**config.mk**
```make
export PLATFORM = sky130hd
export DESIGN_NAME = rng_request_arbiter_flat
export DESIGN_NICKNAME = d
export VERILOG_FILES = /design/src/rtl/rng_request_arbiter_if.sv /design/src/rtl/rng_request_arbiter.sv /design/src/flat_wrapper.sv
export SDC_FILE = /design/constraint.sdc
export NUM_CORES = 1
export LEC_CHECK = 0
export BUFFER_PORTS_ARGS = -buffer_cell sky130_fd_sc_hd__buf_4
export CAP_MARGIN = 20
export CORE_UTILIZATION = 30
export DETAILED_ROUTE_END_ITERATION = 8
export PLACE_DENSITY = 0.48
export SETUP_SLACK_MARGIN = 0.1
export SLEW_MARGIN = 20
export SYNTH_ARGS = -nofsm -noshare
export SYNTH_HDL_FRONTEND = slang
export SYNTH_SLANG_ARGS = --single-unit
```
**constraint.sdc**
```tcl
create_clock -name clk -period 7.05 [get_ports clk]
set_input_delay 0 -clock clk [delete_from_list [all_inputs] [get_ports clk]]
set_output_delay 0 -clock clk [all_outputs]
set_load 0.005 [all_outputs]
```
**src/rtl/rng_request_arbiter_if.sv**
```systemverilog
// Signal bundle between the entropy arbiter, its consumers and the serial entropy source.
interface rng_request_arbiter_if #(
  parameter int NUM_REQ = 4,
  parameter int WIDTH   = 128
);
  logic [NUM_REQ-1:0] req;
  logic               ent_bit;
  logic               ent_valid;
  logic               ent_en;
  logic [NUM_REQ-1:0] rnd_valid;
  logic [WIDTH-1:0]   rnd_data;
  logic               busy;
  logic               health_fail;

  modport slave (
    input  req, ent_bit, ent_valid,
    output ent_en, rnd_valid, rnd_data, busy, health_fail
  );

  modport master (
    output req, ent_bit, ent_valid,
    input  ent_en, rnd_valid, rnd_data, busy, health_fail
  );
endinterface

```
**src/rtl/rng_request_arbiter.sv**
```systemverilog
// Round-robin sharing of one serial entropy source between NUM_REQ consumers, WIDTH bits per grant.
// Optional repetition-count health test enabled by defining RNG_HEALTH_EN.
module rng_request_arbiter #(
  parameter int NUM_REQ   = 4,
  parameter int WIDTH     = 128,
  parameter int RUN_LIMIT = 32
) (
  input  logic                 clk,
  input  logic                 reset,
  rng_request_arbiter_if.slave bus
);
  localparam int GW = $clog2(NUM_REQ);
  localparam int CW = $clog2(WIDTH + 1);

  typedef enum logic [1:0] {
    S_IDLE    = 2'd0,
    S_COLLECT = 2'd1,
    S_DELIVER = 2'd2
  } state_t;

  state_t             state_q, state_d;
  logic [GW-1:0]      grant_q, grant_d;
  logic [GW-1:0]      last_grant_q, last_grant_d;
  logic [CW-1:0]      count_q, count_d;
  logic [WIDTH-1:0]   shift_q, shift_d;
  logic [WIDTH-1:0]   rnd_data_q, rnd_data_d;
  logic [NUM_REQ-1:0] rnd_valid_q, rnd_valid_d;
  logic               ent_en_q, ent_en_d;
  logic               busy_q, busy_d;
  logic               arb_hit_s;
  logic [GW-1:0]      arb_idx_s;
  logic [GW-1:0]      cand_s;
  logic               health_trip_s;
  logic               lock_s;

  // Round-robin pick: first active request after the last requester that was served.
  always_comb begin
    arb_hit_s = 1'b0;
    arb_idx_s = '0;
    cand_s    = '0;
    for (int i = 1; i <= NUM_REQ; i++) begin
      cand_s = GW'((int'(last_grant_q) + i) % NUM_REQ);
      if (!arb_hit_s && bus.req[cand_s]) begin
        arb_hit_s = 1'b1;
        arb_idx_s = cand_s;
      end else begin
        arb_hit_s = arb_hit_s;
      end
    end
  end

  // Next-state and datapath for the IDLE -> COLLECT -> DELIVER cycle.
  always_comb begin
    state_d      = state_q;
    grant_d      = grant_q;
    last_grant_d = last_grant_q;
    count_d      = count_q;
    shift_d      = shift_q;
    rnd_data_d   = rnd_data_q;
    rnd_valid_d  = '0;
    case (state_q)
      S_IDLE: begin
        if (arb_hit_s && !lock_s) begin
          grant_d = arb_idx_s;
          count_d = '0;
          shift_d = '0;
          state_d = S_COLLECT;
        end else begin
          state_d = S_IDLE;
        end
      end
      S_COLLECT: begin
        // A withdrawn request or a failed source drops the partial word.
        if (!bus.req[grant_q] || health_trip_s) begin
          count_d = '0;
          shift_d = '0;
          state_d = S_IDLE;
        end else if (bus.ent_valid) begin
          shift_d = {shift_q[WIDTH-2:0], bus.ent_bit};
          count_d = count_q + CW'(1);
          if (count_q == CW'(WIDTH - 1)) begin
            state_d = S_DELIVER;
          end else begin
            state_d = S_COLLECT;
          end
        end else begin
          state_d = S_COLLECT;
        end
      end
      S_DELIVER: begin
        rnd_data_d   = shift_q;
        rnd_valid_d  = {{(NUM_REQ-1){1'b0}}, 1'b1} << grant_q;
        last_grant_d = grant_q;
        shift_d      = '0;
        count_d      = '0;
        state_d      = S_IDLE;
      end
      default: begin
        count_d = '0;
        shift_d = '0;
        state_d = S_IDLE;
      end
    endcase
    ent_en_d = (state_d == S_COLLECT);
    busy_d   = (state_d == S_COLLECT) || (state_d == S_DELIVER);
  end

  // State and output registers.
  always_ff @(posedge clk or posedge reset) begin
    if (reset) begin
      state_q      <= S_IDLE;
      grant_q      <= '0;
      last_grant_q <= GW'(NUM_REQ - 1);
      count_q      <= '0;
      shift_q      <= '0;
      rnd_data_q   <= '0;
      rnd_valid_q  <= '0;
      ent_en_q     <= 1'b0;
      busy_q       <= 1'b0;
    end else begin
      state_q      <= state_d;
      grant_q      <= grant_d;
      last_grant_q <= last_grant_d;
      count_q      <= count_d;
      shift_q      <= shift_d;
      rnd_data_q   <= rnd_data_d;
      rnd_valid_q  <= rnd_valid_d;
      ent_en_q     <= ent_en_d;
      busy_q       <= busy_d;
    end
  end

  assign bus.ent_en    = ent_en_q;
  assign bus.rnd_valid = rnd_valid_q;
  assign bus.rnd_data  = rnd_data_q;
  assign bus.busy      = busy_q;

`ifdef RNG_HEALTH_EN
  localparam int RW = $clog2(RUN_LIMIT + 1);

  logic [RW-1:0] run_q, run_d, run_next_s;
  logic          last_bit_q, last_bit_d;
  logic          health_fail_q, health_fail_d;

  // Repetition-count test on every bit accepted while collecting.
  always_comb begin
    run_d         = run_q;
    last_bit_d    = last_bit_q;
    health_fail_d = health_fail_q;
    health_trip_s = 1'b0;
    run_next_s    = ((run_q != '0) && (bus.ent_bit == last_bit_q)) ? run_q + RW'(1) : RW'(1);
    if (state_q == S_IDLE) begin
      run_d = '0;
    end else if ((state_q == S_COLLECT) && bus.ent_valid) begin
      run_d      = run_next_s;
      last_bit_d = bus.ent_bit;
      if (run_next_s == RW'(RUN_LIMIT)) begin
        health_trip_s = 1'b1;
        health_fail_d = 1'b1;
      end else begin
        health_trip_s = 1'b0;
      end
    end else begin
      run_d = run_q;
    end
  end

  // Health registers; the failure flag only clears on reset.
  always_ff @(posedge clk or posedge reset) begin
    if (reset) begin
      run_q         <= '0;
      last_bit_q    <= 1'b0;
      health_fail_q <= 1'b0;
    end else begin
      run_q         <= run_d;
      last_bit_q    <= last_bit_d;
      health_fail_q <= health_fail_d;
    end
  end

  assign lock_s          = health_fail_q;
  assign bus.health_fail = health_fail_q;
`else
  assign health_trip_s   = 1'b0;
  assign lock_s          = 1'b0;
  // RUN_LIMIT is never negative, so this is a constant 0 without the health test.
  assign bus.health_fail = (RUN_LIMIT < 0);
`endif

endmodule
```
**src/flat_wrapper.sv**
```systemverilog
// flat-port wrapper written by rule: the top's interface ports become plain ports
module rng_request_arbiter_flat 
#(
  parameter int NUM_REQ   = 4,
  parameter int WIDTH     = 128,
  parameter int RUN_LIMIT = 32
)
  (clk, reset, bus_req, bus_ent_bit, bus_ent_valid, bus_ent_en, bus_rnd_valid, bus_rnd_data, bus_busy, bus_health_fail);
  rng_request_arbiter_if #(.NUM_REQ(NUM_REQ), .WIDTH(WIDTH)) bus_i ();
  input  logic clk;
  input  logic reset;
  input wire logic [$bits(bus_i.req)-1:0] bus_req;
  input wire logic [$bits(bus_i.ent_bit)-1:0] bus_ent_bit;
  input wire logic [$bits(bus_i.ent_valid)-1:0] bus_ent_valid;
  output wire logic [$bits(bus_i.ent_en)-1:0] bus_ent_en;
  output wire logic [$bits(bus_i.rnd_valid)-1:0] bus_rnd_valid;
  output wire logic [$bits(bus_i.rnd_data)-1:0] bus_rnd_data;
  output wire logic [$bits(bus_i.busy)-1:0] bus_busy;
  output wire logic [$bits(bus_i.health_fail)-1:0] bus_health_fail;
  assign bus_i.req = bus_req;
  assign bus_i.ent_bit = bus_ent_bit;
  assign bus_i.ent_valid = bus_ent_valid;
  assign bus_ent_en = bus_i.ent_en;
  assign bus_rnd_valid = bus_i.rnd_valid;
  assign bus_rnd_data = bus_i.rnd_data;
  assign bus_busy = bus_i.busy;
  assign bus_health_fail = bus_i.health_fail;
  rng_request_arbiter #(.NUM_REQ(NUM_REQ), .WIDTH(WIDTH), .RUN_LIMIT(RUN_LIMIT)) u_core (.clk(clk), .reset(reset), .bus(bus_i));
endmodule
```
# After elaboration in Yosys (flattened, before gate mapping)
# Cells that the tools add are included.
dict set report totals {
  regBits 276
  in_bits 8
  out_inout_bits 135
  elab_cells 69
}
dict set report classes {
  n_addsub 5
  order_cmp 5
  eq_ne 7
  shift 1
  n_mux 32
  n_reduce_logical 10
}
# cell count
set ops {}
lappend ops {{$mux W128} 3}
lappend ops {{$pmux W128 S2} 1}
lappend ops {{$mux W8} 3}
lappend ops {{$pmux W8 S2} 1}
lappend ops {{$lt A2 B3 Y1 const B} 5}
lappend ops {{$mux W2} 7}
lappend ops {{$bmux W1 S2} 5}
lappend ops {{$mux W1} 10}
lappend ops {{$add A8 B1 Y8 const B} 1}
lappend ops {{$eq A8 B7 Y1 const B} 1}
lappend ops {{$add A2 B1 Y2 const B} 2}
lappend ops {{$add A2 B2 Y2 const B} 2}
lappend ops {{$eq A2 B1 Y1 const B} 2}
lappend ops {{$eq A2 B2 Y1 const B} 2}
lappend ops {{$mux W4} 1}
lappend ops {{$pmux W2 S2} 1}
lappend ops {{$reduce_and A2 Y1} 2}
lappend ops {{$shl A1 B2 Y4 const A} 1}
lappend ops {{$logic_and A1 B1 Y1} 3}
lappend ops {{$logic_not A1 Y1} 3}
lappend ops {{$ne A3 B3 Y1 const B} 1}
lappend ops {{$logic_not A2 Y1} 1}
lappend ops {{$ne A2 B1 Y1 const B} 1}
lappend ops {{$logic_or A1 B1 Y1} 1}

# Longest topological paths before layout
dict set report logic_depth {
  word_depth 17
  depth_mapped 8
  ltp_nobuf 7
}

# Least setup slack after synthesis
# OpenSTA, ideal clock, no wires.
dict set report synth_path {
  path_kind {register -> register}
  from {register u_core.grant_q[1]}
  to {register u_core.shift_q[50]}
  setup_ns 0.121
  t_arrival_ns 1.688
  required_ns 6.929
  path_slack_ns 5.241
  path_stages_with_launch 9
  n_path_buf 4
  period_less_slack_ns 1.809
  cell_sequence {dfrtp_1 -> buf_6 -> mux2i_1 -> o22ai_2 -> and3_1 -> buf_2 -> buf_6 -> buf_2 -> a22o_1}
}
dict set report synth_between {
  elab_chain_cells 4
  elab_cells_between_ends 6
  cone_classes {eq/ne (1); mux (4); reduce/logical (1)}
}
# item line_no
set synth_rtl {}
lappend synth_rtl {{start: declaration} rng_request_arbiter.sv:22} ;# logic [GW-1:0] grant_q, grant_d;
lappend synth_rtl {{start signal: assignment} rng_request_arbiter.sv:122} ;# grant_q <= grant_d;
lappend synth_rtl {{$bmux W1 S2 (*)} rng_request_arbiter.sv:74} ;# if (!bus.req[grant_q] || health_trip_s) begin
lappend synth_rtl {{$mux W1 (implied by the code) (*)} rng_request_arbiter.sv:74}
lappend synth_rtl {{$mux W128 / $ne A3 B3 Y1 (equally long branches)} -}
lappend synth_rtl {{$pmux W128 S2 / $reduce_and A2 Y1 (equally long branches)} -}
lappend synth_rtl {{end signal: assignment} rng_request_arbiter.sv:125} ;# shift_q <= shift_d;
lappend synth_rtl {{end: declaration} rng_request_arbiter.sv:25} ;# logic [WIDTH-1:0] shift_q, shift_d;
# Every way passes the cells marked *; elsewhere a longest branch is shown, timed or not. The select of a mux whose other input is x is not followed.
# A chain may end at the register's enable or synchronous reset.

# Final worst setup path
dict set report layout_path {
  from {register u_core.grant_q[1]}
  to {register u_core.count_q[0]}
}
dict set report layout_between {
  elab_chain_cells 4
  elab_cells_between_ends 6
  cone_classes {eq/ne (1); mux (4); reduce/logical (1)}
}
# item line_no
set layout_rtl {}
lappend layout_rtl {{$bmux W1 S2 (*)} rng_request_arbiter.sv:74}
lappend layout_rtl {{$mux W1 (implied by the code) (*)} rng_request_arbiter.sv:74}
lappend layout_rtl {{$mux W8 / $ne A3 B3 Y1 (equally long branches)} -}
lappend layout_rtl {{$pmux W8 S2 / $reduce_and A2 Y1 (equally long branches)} -}
lappend layout_rtl {{end signal: assignment} rng_request_arbiter.sv:124} ;# count_q <= count_d;
lappend layout_rtl {{end: declaration} rng_request_arbiter.sv:24} ;# logic [CW-1:0] count_q, count_d;
# Marked as above.

==> reports/results.ini <==
[timing]
worst_pin_slew_ps = 896.6
rsz0062_at_grt = false
maxSlewViolCount = 0
hold_violations = 0
fin_crit_sh_pct = 44.77
period_minus_slack_ps = 3157
max_freq_mhz = 316.8
setup_viol = 0
slew_headroom_pct = 40.23
worst_slack_ps = 3893
fin_skew_ps = 11.80
fin_tns_setup_ps = 0

[min_path]
hold_path_class = in -> reg
hold_path_startpoint = bus_req[1]
whs_path_depth = 5

[clock_network]
cts_tree = done
numCtsBuffers = 30
root_buffer = clkbuf_16
cts.clk_slew.worst_paths_ps = 60
cts_max_level = 1
cts_resized = 0
clock_path_buffers = 3
clk_latency_ps = 550
cts_sinks = 276

[power]
power_density_nw_per_um2 = 273.9
power_leakage_nw = 6.843
ir_worst_vdd_uv = 164.8

[synth]
synth.area.top_cells = dfrtp_1, nand2_1, a22o_1
ys.flop_type = dfrtp_1
syn_inst = 938
yosys.area.top_type = dfrtp_1
synthDistinctLibCells = 43
async_reset_ff_share_pct = 100.0
yosysWarnings = 0
synth_sequential_area_ratio_pct = 66.67
synth_area_per_cell_sq_um = 11.05
synth_top_area_share_pct = 66.17
netlist_top_cells_count = nand2_1, dfrtp_1, a22o_1
syn_area_sq_um = 10360
syn_nets = 948
yosysMostFrequentCell = nand2_1
synth-edff-count = 0
synth-seq-cells = 276

[grt]
grt-ovfl-total = 0
grt_use_total_pct = 13.14
antenna_found_initial = 1
grt_pass1_vias = 7057
grt_pass1_wl_um = 38400
grt_max_degree = 155

[worst_setup_path]
rr_endpoint = u_core.count_q[0]
crit_end = u_core.count_q[0]
r2r_slack_ps = 3890
max_stage_delay_ps = 730
arrival_ps = 3630
timing.rr.start = u_core.grant_q[1]
required_ps = 7520
startpoint = u_core.grant_q[1]
crit_family = buffers and inverters
crit_path_top_delay_cell = buf_4
end_kind = flip-flop
worstSetupStartpointType = flip-flop
cp_max_fo = 72
crit_cells = 5
reg2regPathDepth = 5
path_class = reg -> reg
cp.buffers_inverters = 1
cp_cell_sequence = mux2i_1, nor4b_1, o21a_4, buf_4, mux2_2

[floorplanning]
fp.dieH_um = 187.9
pin_count = 143
coreArea_sq_um = 33780
die-area_sq_um = 35290
initial_core_util_pct = 30.67
num_rows = 67
die_w_um = 187.9

[route]
drc = 0
antenna_left = 0
drtPass1Iterations = 4
vias_per_cell = 4.616
wl_per_cell_um = 15.00
vias = 7099
finalWirelength_um = 23070
drt_iter0_drc = 255

[placed_design]
place_congestion = 0.7020
dp_hpwl_um = 13000
dp_slack_ps = 3923
port-buffer-count = 141

[outcome]
status = finished clean

[finish]
nNetsFinal = 1076
synthToLayoutAreaGrowth_pct = 23.92
layout-drive-gt1-share_pct = 19.47

[run]
drv_cap = 0

cells by family after synthesis:
kind of cell | synth area share [%]
mux | 0.3985
simple gates | 16.53
flops | 66.67
other cells | 0.03619
compound gates | 12.56
buf+inv | 3.562
fa+ha+maj | 0.2414
layout by cell type (no fill, tap or decap), drive strengths merged, types with 2 or more instances in the layout:
| cell type | count |
|---|---|
| a211oi | 3 |
| a21o | 2 |
| a21oi | 4 |
| a22o | 129 |
| and3 | 2 |
| buf | 149 |
| clkbuf | 46 |
| clkinv | 7 |
| dfrtp | 274 |
| dfstp | 2 |
| dlygate4sd3 | 9 |
| ha | 2 |
| inv | 6 |
| mux2i | 3 |
| nand2 | 402 |
| nand2b | 2 |
| nand3 | 5 |
| nor2 | 6 |
| nor3 | 3 |
| nor4 | 2 |
| nor4b | 2 |
| o211ai | 2 |
| o21ai | 3 |
| o22ai | 2 |
| or3 | 2 |
| or3b | 3 |
| or4 | 2 |
registers in the layout, summed over array words and instances (netlist names):
signal / count
u_core.bus.busy: 1
u_core.bus.ent_en: 1
u_core.bus.rnd_data: 128
u_core.bus.rnd_valid: 4
u_core.count_q: 8
u_core.grant_q: 2
u_core.last_grant_q: 2
u_core.shift_q: 128
u_core.state_q: 2
timing repair:
action	in CTS	in global routing
hold buffers	9	0
setup buffers	0	0
hold endpoints to repair	60	0
setup endpoints to repair	0	0
power breakdown:
| group | switching [W] | internal (W) | total [W] |
|---|---|---|---|
| Combinational | 0.000245 | 0.0000620 | 0.000307 |
| Sequential | 0.0000272 | 0.00160 | 0.00163 |
| Clock | 0.000635 | 0.000943 | 0.00158 |
| Total | 0.000907 | 0.00261 | 0.00352 |
stage by stage:
| stage | util, % | instance area, sq um | hold slack, ps | instances | power, W |
|---|---|---|---|---|---|
| global route | 38.01 | 12840 | 116.2 | 1538 | 0.003681 |
| CTS | 38.00 | 12840 | 72.11 | 1537 | 0.003583 |
| detailed placement | 34.75 | 11740 | 231.9 | 1473 | 0.001972 |
| finish | 38.01 | 12840 | 102.8 | 1538 | 0.003517 |
| floorplan | - | 10370 | 132.5 | 938 | 0.001927 |
| global placement | 34.75 | 11740 | 222.5 | 1473 | 0.001970 |
layer usage:
metal | GRT usage (%) | routed length (um) | up-vias | part of all wire [%]
met1 | 20.12 | 11900 | 3524 | 52
met2 | 18.83 | 9565 | 138 | 41
met3 | 2.545 | 1156 | 36 | 5.0
li1 | - | - | 3401 | -
met5 | 0 | 0 | - | 0
met4 | 3.283 | 445 | 0 | 1.9
cell type report:
cell class,instances,area (sq um)
Multi-Input combinational cell,594,3112
Clock buffer,46,932.1
Fill cell,3353,20940
Sequential cell,276,6909
Clock inverter,9,77.57
Tap cell,448,560.5
Timing Repair Buffer,158,1221
Antenna cell,1,2.502
Inverter,6,26.28
worst min-delay path, delay by kind of cell:
family | cells | cell delay [ps]
and+or+nand+nor | 3 | 400
buffers and inverters | 1 | 130
AOI/OAI and AO/OA | 1 | 70
worst min-delay path by stage:
stage	to	slack, ps
after floorplan	u_core.shift_q[0]	130
after global placement	u_core.shift_q[0]	220
after detailed placement	u_core.shift_q[0]	230
after CTS	u_core.grant_q[1]	70
after global routing	u_core.grant_q[0]	120
final	u_core.grant_q[1]	100
No activity file was read; power rests on OpenSTA's default activity.
